File: src/rtl/l1i_lru_controller_pkg.sv
// l1i_lru_controller_pkg: shared types and helpers for the L1I pseudo-LRU sequencer
package l1i_lru_controller_pkg;
    localparam int NUM_L1I_WAYS  = 4;
    localparam int L1I_NUM_SETS  = 64;
    localparam int L1I_SET_WIDTH = $clog2(L1I_NUM_SETS);

    typedef enum logic [1:0] {IDLE, LOOKUP, CAPTURE, COMMIT} l1i_lru_state_t;

    typedef struct packed {
        logic [L1I_SET_WIDTH-1:0] set;
        logic [NUM_L1I_WAYS-1:0]  way_oh;
    } hit_update_t;

    function automatic logic is_onehot(input logic [NUM_L1I_WAYS-1:0] v);
        return (v != '0) && ((v & (v - 1'b1)) == '0);
    endfunction
endpackage

File: src/rtl/l1i_lru_controller_hit_fifo.sv
// l1i_hit_fifo: synchronous FIFO of pending hit-recency updates
module l1i_hit_fifo
    import l1i_lru_controller_pkg::*;
#(
    parameter int DEPTH = 4
) (
    input  logic        clk,
    input  logic        reset,
    input  logic        push,
    input  hit_update_t push_data,
    input  logic        pop,
    output hit_update_t pop_data,
    output logic        full,
    output logic        empty,
    output logic        almost_full
);
    localparam int AW = $clog2(DEPTH);

    hit_update_t mem [DEPTH];
    logic [AW-1:0] wr_ptr, rd_ptr;
    logic [AW:0]   count;
    logic          do_push, do_pop;

    // a pop frees the slot a push into a full queue needs
    assign do_pop      = pop && !empty;
    assign do_push     = push && (!full || do_pop);
    assign full        = count == (AW+1)'(DEPTH);
    assign empty       = count == '0;
    assign almost_full = count >= (AW+1)'(DEPTH - 1);
    assign pop_data    = mem[rd_ptr];

    always_ff @(posedge clk) begin
        if (do_push) mem[wr_ptr] <= push_data;
    end

    always_ff @(posedge clk) begin
        if (reset) begin
            wr_ptr <= '0;
            rd_ptr <= '0;
            count  <= '0;
        end else begin
            if (do_push) wr_ptr <= wr_ptr + 1'b1;
            if (do_pop) rd_ptr <= rd_ptr + 1'b1;
            count <= count + (AW+1)'(do_push) - (AW+1)'(do_pop);
        end
    end
endmodule

File: src/rtl/l1i_lru_controller.sv
// l1i_lru_controller: serialises hit-recency updates and fill victim lookups onto the
// single-ported pseudo-LRU tracker and presents the chosen victim to the L1I arrays.
module l1i_lru_controller
    import l1i_lru_controller_pkg::*;
#(
    parameter int NUM_SETS        = L1I_NUM_SETS,
    parameter int SET_WIDTH       = $clog2(NUM_SETS),
    parameter int TAG_WIDTH       = 20,
    parameter int HIT_QUEUE_DEPTH = 4
) (
    input  logic                    clk,
    input  logic                    reset,
    input  logic                    hit_valid,
    input  logic [SET_WIDTH-1:0]    hit_set,
    input  logic [NUM_L1I_WAYS-1:0] hit_way_oh,
    input  logic                    fill_req_valid,
    output logic                    fill_req_ready,
    input  logic [SET_WIDTH-1:0]    fill_req_set,
    input  logic [TAG_WIDTH-1:0]    fill_req_tag,
    output logic                    fill_commit_valid,
    input  logic                    fill_commit_ready,
    output logic [SET_WIDTH-1:0]    fill_commit_set,
    output logic [NUM_L1I_WAYS-1:0] fill_commit_way_oh,
    output logic [TAG_WIDTH-1:0]    fill_commit_tag,
    output logic [7:0]              hit_drop_count,
    output logic                    lru_fill_en,
    output logic [SET_WIDTH-1:0]    lru_fill_set,
    output logic                    lru_access_en,
    output logic                    lru_update_en,
    output logic [SET_WIDTH-1:0]    lru_access_set,
    output logic [NUM_L1I_WAYS-1:0] lru_access_way_oh,
    input  logic [NUM_L1I_WAYS-1:0] lru_fill_way_oh
);
    l1i_lru_state_t state;
    hit_update_t    push_data, head, upd_q;
    logic           upd_valid, q_full, q_empty, accept, issue, drop;

    assign push_data = {hit_set, hit_way_oh};

    l1i_hit_fifo #(.DEPTH(HIT_QUEUE_DEPTH)) u_hit_fifo (
        .clk         (clk),
        .reset       (reset),
        .push        (hit_valid),
        .push_data   (push_data),
        .pop         (issue),
        .pop_data    (head),
        .full        (q_full),
        .empty       (q_empty),
        .almost_full ()
    );

    // fills only start when the tracker write port is free this cycle
    assign accept = !reset && state == IDLE && fill_req_valid && !upd_valid;
    assign issue  = !reset && !q_empty && !accept && state != LOOKUP && state != CAPTURE &&
                    !(upd_valid && head.set == upd_q.set);
    assign drop   = hit_valid && q_full && !issue;

    assign fill_req_ready    = accept;
    assign lru_access_en     = issue;
    assign lru_access_set    = issue ? head.set : '0;
    assign lru_update_en     = upd_valid;
    assign lru_access_way_oh = upd_valid ? upd_q.way_oh : '0;
    assign lru_fill_set      = lru_fill_en ? fill_commit_set : '0;

    always_ff @(posedge clk) begin
        if (reset) begin
            state              <= IDLE;
            upd_valid          <= 1'b0;
            upd_q              <= '0;
            lru_fill_en        <= 1'b0;
            fill_commit_valid  <= 1'b0;
            fill_commit_set    <= '0;
            fill_commit_tag    <= '0;
            fill_commit_way_oh <= '0;
            hit_drop_count     <= '0;
        end else begin
            upd_valid <= issue;
            if (issue) upd_q <= head;
            if (drop && hit_drop_count != 8'hff) hit_drop_count <= hit_drop_count + 1'b1;
            case (state)
                IDLE: if (accept) begin
                    state           <= LOOKUP;
                    lru_fill_en     <= 1'b1;
                    fill_commit_set <= fill_req_set;
                    fill_commit_tag <= fill_req_tag;
                end
                LOOKUP: begin
                    state       <= CAPTURE;
                    lru_fill_en <= 1'b0;
                end
                CAPTURE: begin
                    state              <= COMMIT;
                    fill_commit_valid  <= 1'b1;
                    fill_commit_way_oh <= is_onehot(lru_fill_way_oh) ? lru_fill_way_oh
                                                                      : NUM_L1I_WAYS'(1);
                end
                COMMIT: if (fill_commit_ready) begin
                    state             <= IDLE;
                    fill_commit_valid <= 1'b0;
                end
            endcase
        end
    end
endmodule

File: config.mk
export PLATFORM = sky130hd
export DESIGN_NAME = l1i_lru_controller
export DESIGN_NICKNAME = d
export VERILOG_FILES = /design/src/rtl/l1i_lru_controller_pkg.sv /design/src/rtl/l1i_lru_controller_hit_fifo.sv /design/src/rtl/l1i_lru_controller.sv
export SDC_FILE = /design/constraint.sdc
export NUM_CORES = 1
export LEC_CHECK = 0
export CORE_AREA = 2 2 102 104
export DETAILED_ROUTE_END_ITERATION = 12
export DIE_AREA = 0 0 104 106
export PLACE_DENSITY = 0.8
export SLEW_MARGIN = 10
export SYNTH_ARGS = -nofsm -noshare
export SYNTH_HDL_FRONTEND = slang
export SYNTH_HIERARCHICAL = 1
export SYNTH_SLANG_ARGS = --single-unit
File: constraint.sdc
create_clock -name clk -period 3.5 [get_ports clk]
set_clock_uncertainty 0.15 [all_clocks]
set_input_delay 0.525 -clock clk [delete_from_list [all_inputs] [get_ports clk]]
set_output_delay 0.525 -clock clk [all_outputs]
set_load 0.02 [all_outputs]
-- Word level (Yosys, flattened, before mapping)
Memories as Yosys holds them, arrays and structs flattened. A register that Yosys moved wholly into a read port is not among the register bits.
Index checks and enable logic that the tools add are counted.
- logic and storage cells: 79
- RAM bits: 40
- memories: 1
- flip-flop bits (word level): 60
- output and inout port bits: 59
- reduce and logical (&&, ||, !) cells: 33
- multiplexer cells: 15
- add/sub/neg operators: 6
- bitwise logic cells: 1
- equality and inequality tests: 10
- memories (name ; depth ; width ; read ports ; clocked after memory_dff ; wr ports ; RTL line ; source):
    u_hit_fifo.mem ; 4 ; 10 ; 1 ; 1 ; 1 ; l1i_lru_controller_hit_fifo.sv:19 ; hit_update_t mem [DEPTH];
- operator list (cell ; number):
    $logic_and 1x1->1 ; 15
    $mux 6 ; 2
    $add 8x1->8 const B ; 1
    $mux 2 ; 4
    $mux 4 ; 2
    $ne 8x8->1 const B ; 1
    $pmux 2 s4 ; 1
    $reduce_and 2->1 ; 4
    $logic_not 1->1 ; 7
    $eq 6x6->1 ; 1
    $ne 2x2->1 const B ; 3
    $add 2x1->2 const B ; 2
    $and 4x4->4 ; 1
    $eq 2x2->1 const B ; 2
    $logic_not 4->1 ; 1
    $mux 1 ; 4
    $pmux 1 s2 ; 2
    $reduce_bool 2->1 ; 2
    $reduce_bool 4->1 ; 1
    $sub 4x1->4 const B ; 1
    $add 3x1->3 ; 1
    $eq 3x3->1 const B ; 1
    $logic_not 3->1 ; 1
    $sub 3x1->3 ; 1
    other kinds (4) ; 4

-- Depth between registers and ports, before layout
Gate-level depths: netlist of the first run.
- depth after elaboration: 14
- depth in mapped cells: 17
- depth with buffers taken out: 14

-- Modules after synthesis
The synthesis of the first run kept the hierarchy.
- modules (own cells, without submodules) (module ; cells an instance ; times used ; area each (um^2)):
    l1i_lru_controller ; 277 ; 1 ; 2316.0
    l1i_hit_fifo ; 105 ; 1 ; 1940.6

-- Least setup slack after synthesis of the first run
No wires, ideal clock.
- path type: reg-to-reg
- start: register (tool-made name)
- end: register u_hit_fifo.count[2]
- buffers on the path: 3
- data required time: 3.224 ns
- cell stages (with the launch flop): 18
- arrival: 3.203 ns
- slack: 0.021 ns
- path through: dfxtp_1 > buf_4 > mux4_2 > xnor2_1 > nand3_1 > o2111a_1 > buf_6 > buf_4 > inv_1 > a21boi_2 > inv_1 > ha_1 > inv_1 > ha_1 > inv_1 > fa_1 > xor2_1 > nor2_1
- RTL lines (what ; RTL line ; source):
    end signal, assigned ; l1i_lru_controller_hit_fifo.sv:44 ; count <= count + (AW+1)'(do_push) - (AW+1)'(do_pop);
    end, declared ; l1i_lru_controller_hit_fifo.sv:21 ; logic [AW:0] count;

==> flow_summary.yaml, run 1 <==
final_layout:
  stdcell_area_um2: 5650
  layout-drive-gt1-share_pct: 10.14
  area_growth_syn_to_layout_pct: 33.02
  non_filler_cells_in_the_finished_layout: 629
  n_fill_cell: 850
  finalNetCount: 547
  antennaDiodeCount: 0
  final_util_pct: 56.51
routing:
  detail_route.vias_per_cell: 4.878
  wirelength_um: 8977
  dr.pass1.iters: 4
  detail_route.drc_violations: 0
  detail-route-antenna-nets: 0
  num_vias: 3068
  detail_route.iter0.violations: 154
  wl_per_instance_um: 14.27
cts:
  clock_sink_count: 102
  tritoncts.num_buffers: 9
  cts_max_path_buffers: 2
  ctsHtreeMaxLevel: 3
  cts.root.buffer_cell: "clkbuf_8"
  path_clk_slew_ns: 0.11
  tritoncts: "done"
  worstSkewPairLatency_ns: 0.37
  postCtsSetupRepairBufs: 0
  hold_fix_buffer_count_after_cts: 0
setup_path:
  cp_slowest_stage_delay_ns: 0.58
  crit_path_buffers_inverters: 2
  worstSetupStartpointType: "flip-flop"
  worst_ep_required_time_ns: 2.82
  critical_path.top_delay_family: "multiplexers"
  reg2reg_depth: 13
  cp_max_fo: 11
  path_cells: "mux4_2, xnor2_2, nand4_1, o2111a_2, buf_4, and2_1, dlygate4sd2_1"
  reg2reg_setup_slack_ns: 0.30
  cp_data_arrival_time_ns: 2.73
  end_kind: "output pin"
  reg2reg_to: "u_hit_fifo/count[2]"
  critPathSlowestCell: "mux4_2"
  timing.setup.critical_path_class: "reg2out"
logic_synthesis:
  synth.cell_area_um2: 4248
  netlist_instances: 380
  synth_fp_nets: 439
  yosys_warnings: 6
  syn-mean-instance-area_um2: 11.18
sta:
  final_critical_path_setup_slack_ns: 0.09390
  setup_viol_count_final: 0
  number_of_pins_exceeding_their_max_slew_limit_in_the_final_report: 0
  max_clock_freq_ghz: 0.2936
  final.min_clock_period_ns: 3.406
  timing.slew.headroom_pct: 64.51
  finalHoldViolCount: 0
  worst_hold_slack_ns: 0.3137
  final_min_period_over_clock_period_pct: 97.32
  totalNegativeSetupSlack_ns: 0
  tightest_slew_ns: 0.5323
hold_path:
  hold_start: "fill_commit_tag[8]"
  whs_endpoint: "fill_commit_tag[8]"
  hold_path_class: "reg2reg"
  worst_hold_path.num_cells: 2
floorplanning:
  io_pins: 104
  floorplan.initialDensity_pct: 42.48
  dieHeight_um: 106
  core_box_area_um2: 10000
  floorplan.rows: 37
  die_width_um: 104
  fp.dieArea_um2: 11020
global_routing:
  initial_antenna_violation_count: 0
  grt_first_pass_wirelength_um: 14430
  grt_start_max_net_pins: 54
  first_global_vias: 2995
  groute.usage.overall_pct: 16.16
  grt_overflow: 0
power:
  total_power_draw_mw: 3.560
  cellLeakagePower_nw: 2.054
  power.density_cell_area_nw_per_um2: 630.1
  max-vdd-ir-drop_uv: 267.7
outcome:
  run_status: "finished clean"
placed_design:
  dp_worst_setup_slack_ns: 0.01793
  place.gp.congestion: 0.8122
  dp_hpwl_um: 6623
  port_buffers: 103
  cell_area_placed_um2: 5440
  placed_cells: 613
flow_run:
  maximum_capacitance_violations: 0
==> worst max path at each step <==
stage	from	endpoint	slack [ns]	cells after the start
detailed placement	flip-flop	lru_access_set[5]	0.02	7
floorplan	flip-flop	u_hit_fifo/count[2]	0.02	17
finish	flip-flop	lru_access_set[2]	0.09	7
global route	flip-flop	lru_access_set[2]	-0.0003	7
global placement	flip-flop	lru_access_set[1]	0.11	7
CTS	flip-flop	lru_access_en	0.006	6
==> layout make-up <==
type,instances,area [um^2],share of cell area (%)
flip-flops and latches,102,2447,43.31
multi-input cells,249,1685,29.83
repair buffers,114,1110,19.64
well taps,136,170.2,3.012
clock buffers,9,123.9,2.192
clock inverters,7,68.82,1.218
inverters,12,45.04,0.7972
==> what timing repair did <==
| item | 4_1_cts | 5_1_grt |
|---|---|---|
| resized for setup | 9 | 5 |
| pin swaps | 0 | 1 |
| setup endpoints to repair | 7 | 8 |
==> per-layer routing <==
metal | global-route usage (%) | up-vias | wire, um
met5 | 0 | - | 0
met4 | 7.336 | 0 | 153
met3 | 1.778 | 14 | 262
met2 | 28.76 | 74 | 4653
met1 | 19.78 | 1459 | 3907
li1 | - | 1521 | -
==> state kept, by name, indices dropped and copies added, names as in the netlist, 3 cells and up, named ones only <==
name / cells
hit_drop_count: 8
u_hit_fifo/count: 3
fill_commit_tag: 20
u_hit_fifo/mem: 40
upd_q: 10
fill_commit_set: 6
fill_commit_way_oh: 4
==> worst min-delay path, delay by kind of cell (launching register included) <==
family          cells  cell delay (ns)
compound gates      1             0.06
flops               1             0.32
simple gates        1             0.05
==> power by group <==
part           switching (mW)  internal, mW
clock network           0.450         0.282
logic                   0.637         0.586
registers               0.156          1.45
total                    1.24          2.32
==> cells in the final DEF (no fill, tap or decap), types with 5 or more instances in the layout <==
master	count
nor2_1	30
edfxtp_1	40
a21oi_1	9
nor2b_1	7
nor3_1	5
ha_1	13
clkdlybuf4s50_1	96
and2_1	21
dfxtp_1	60
o21ai_0	35
mux4_2	10
mux2i_1	12
inv_1	11
clkbuf_8	9
nand3_1	5
nand2_1	61
buf_4	11
dlygate4sd2_1	5
(Power assumes the default switching activity.)
==> inputs of run 2 (changes only) <==
--- a/config.mk
+++ b/config.mk
@@ -9,6 +9,7 @@
 export DETAILED_ROUTE_END_ITERATION = 12
 export DIE_AREA = 0 0 104 106
 export PLACE_DENSITY = 0.8
+export SETUP_SLACK_MARGIN = 0.5
 export SLEW_MARGIN = 10
 export SYNTH_ARGS = -nofsm -noshare
 export SYNTH_HDL_FRONTEND = slang
==> constraint.sdc (replaced) <==
create_clock -name clk -period 3.5 [get_ports clk]
set_clock_uncertainty 0.15 [all_clocks]
set_input_delay 0.525 -clock clk [delete_from_list [all_inputs] [get_ports clk]]
set_output_delay 0.525 -clock clk [all_outputs]
set_load 0.005 [all_outputs]
==> flow_summary.yaml, run 2 (synthesis results as in run 1) <==
floorplanning:
  floorplan.rows: 37
  io_pins: 104
  fp.dieArea_um2: 11020
  core_box_area_um2: 10000
  die_width_um: 104
  floorplan.initialDensity_pct: 42.48
  dieHeight_um: 106
global_routing:
  grt_first_pass_wirelength_um: 15770
  grtUsageMet1_pct: 20.71
  first_global_vias: 3275
  initial_antenna_violation_count: 0
  globalRouteMet2Util_pct: 33.98
  groute.usage.overall_pct: 18.22
  grt_start_max_net_pins: 54
  global_route_met3_usage_pct: 3.495
  globalRoute.busiestLayer: "met2"
  grt_overflow: 0
setup_path:
  worstSetupStartpointType: "flip-flop"
  cp_max_fo: 5
  cp_data_arrival_time_ns: 3.42
  timing.setup.critical_path_class: "reg2reg"
  worst_ep_required_time_ns: 3.59
  end_kind: "flip-flop"
cts:
  tritoncts: "done"
  ctsHtreeMaxLevel: 3
  cts.root.buffer_cell: "clkbuf_8"
  cts_max_path_buffers: 2
  worstSkewPairLatency_ns: 0.36
  hold_fix_buffer_count_after_cts: 0
  tritoncts.num_buffers: 9
  path_clk_slew_ns: 0.09
  clock_sink_count: 102
power:
  cellLeakagePower_nw: 2.239
  max-vdd-ir-drop_uv: 331.7
  total_power_draw_mw: 3.861
  power.density_cell_area_nw_per_um2: 633.9
routing:
  dr.pass1.iters: 4
  detail_route.drc_violations: 0
  wirelength_um: 10230
  wl_per_instance_um: 15.54
  detail-route-antenna-nets: 0
  detail_route.vias_per_cell: 4.942
  detail_route.iter0.violations: 171
  num_vias: 3252
sta:
  final_min_period_over_clock_period_pct: 95.07
  worst_hold_slack_ns: 0.3105
  grt_setup_unrepaired: "true"
  timing.slew.headroom_pct: 38.14
  setup_viol_count_final: 0
  number_of_pins_exceeding_their_max_slew_limit_in_the_final_report: 0
  finalHoldViolCount: 0
  final.min_clock_period_ns: 3.328
  tightest_slew_ns: 0.9268
  totalNegativeSetupSlack_ns: 0
  max_clock_freq_ghz: 0.3005
hold_path:
  hold_start: "fill_commit_tag[10]"
  hold_path_class: "reg2reg"
final_layout:
  finalNetCount: 576
  final_util_pct: 60.91
  layout-drive-gt1-share_pct: 19.16
  reg_top3: "u_hit_fifo/mem x40, fill_commit_tag x20, upd_q x10"
  mostFrequentLayoutCell: "clkdlybuf4s50_1"
  final_cell_mix: "clkdlybuf4s50_1, nand2_1, dfxtp_1"
  largest_register_ff_count: 40
  area_growth_syn_to_layout_pct: 43.39
  top_register: "u_hit_fifo/mem"
  antennaDiodeCount: 0
placed_design:
  port_buffers: 103
  place.gp.congestion: 0.7575
  dp_hpwl_um: 6460
flow_run:
  maximum_capacitance_violations: 0
outcome:
  run_status: "finished clean"
-- run 2: changes by cell type in the layout (fill, tap and decap cells not counted), moves of 2 or more --
cell           before  now
and2_1             21   12
and2_4              0    8
buf_12              0    2
buf_4              11   22
buf_6               0   20
bufinv_16           0    3
clkbuf_1            0    2
clkinv_4            2    0
dlygate4sd2_1       5    0
inv_1              11    9
inv_8               3    0
-- run 2: final cells by class --
cell class	count	area (um^2)
fill	777	3909
clock buffer	11	131.4
inverter	12	47.55
timing repair buffer	143	1429
tap	136	170.2
sequential	102	2446
clock inverter	5	106.4
multi-input combinational	249	1760
-- run 2: critical path, stage by stage (launching register included) --
cell	delay [ns]
dfxtp_4	0.42
buf_12	0.13
mux4_2	0.52
xnor2_1	0.19
nand3_2	0.12
o2111a_2	0.30
buf_6	0.14
o31ai_4	0.05
inv_1	0.09
ha_1	0.31
inv_1	0.10
ha_4	0.13
inv_2	0.03
fa_2	0.32
xor2_1	0.16
nor2_1	0.06
-- run 2: per-layer routing --
metal | share of wire [%] | routed length (um)
met3 | 4.3 | 440
met5 | 0 | 0
met4 | 0.44 | 45
met2 | 54 | 5481
met1 | 42 | 4258
-- run 2: power breakdown --
| group | internal, mW | leakage, nW | switching [mW] |
|---|---|---|---|
| registers | 1.45 | 0.874 | 0.173 |
| logic | 0.784 | 1.25 | 0.580 |
| clock network | 0.478 | 0.114 | 0.396 |
| total | 2.71 | 2.24 | 1.15 |
-- run 2: path summary, 6_finish.rpt --
kind                                       endpoint  cells past startpoint  slack, ns
worst max-delay path            u_hit_fifo/count[2]                     15       0.17
worst min-delay path            fill_commit_tag[10]                      2       0.31
worst max register to register  u_hit_fifo/count[2]                     15       0.17
worst min register to register  fill_commit_tag[10]                      2       0.31
-- run 2: per-stage QoR --
step	cell area, um^2	instances	setup slack [ns]
floorplan	4277	380	0.2011
finish	6091	658	0.1724
global route	6091	658	0.05563
global placement	5446	612	0.1881
detailed placement	5446	612	0.1728
CTS	5989	653	0.2296
-- run 2: timing repair --
action / CTS / global route
pin swaps: 15 / 6
gates cloned: 1 / 0
setup endpoints to repair: 50 / 54
buffers inserted: 24 / 5
resized for setup: 58 / 18
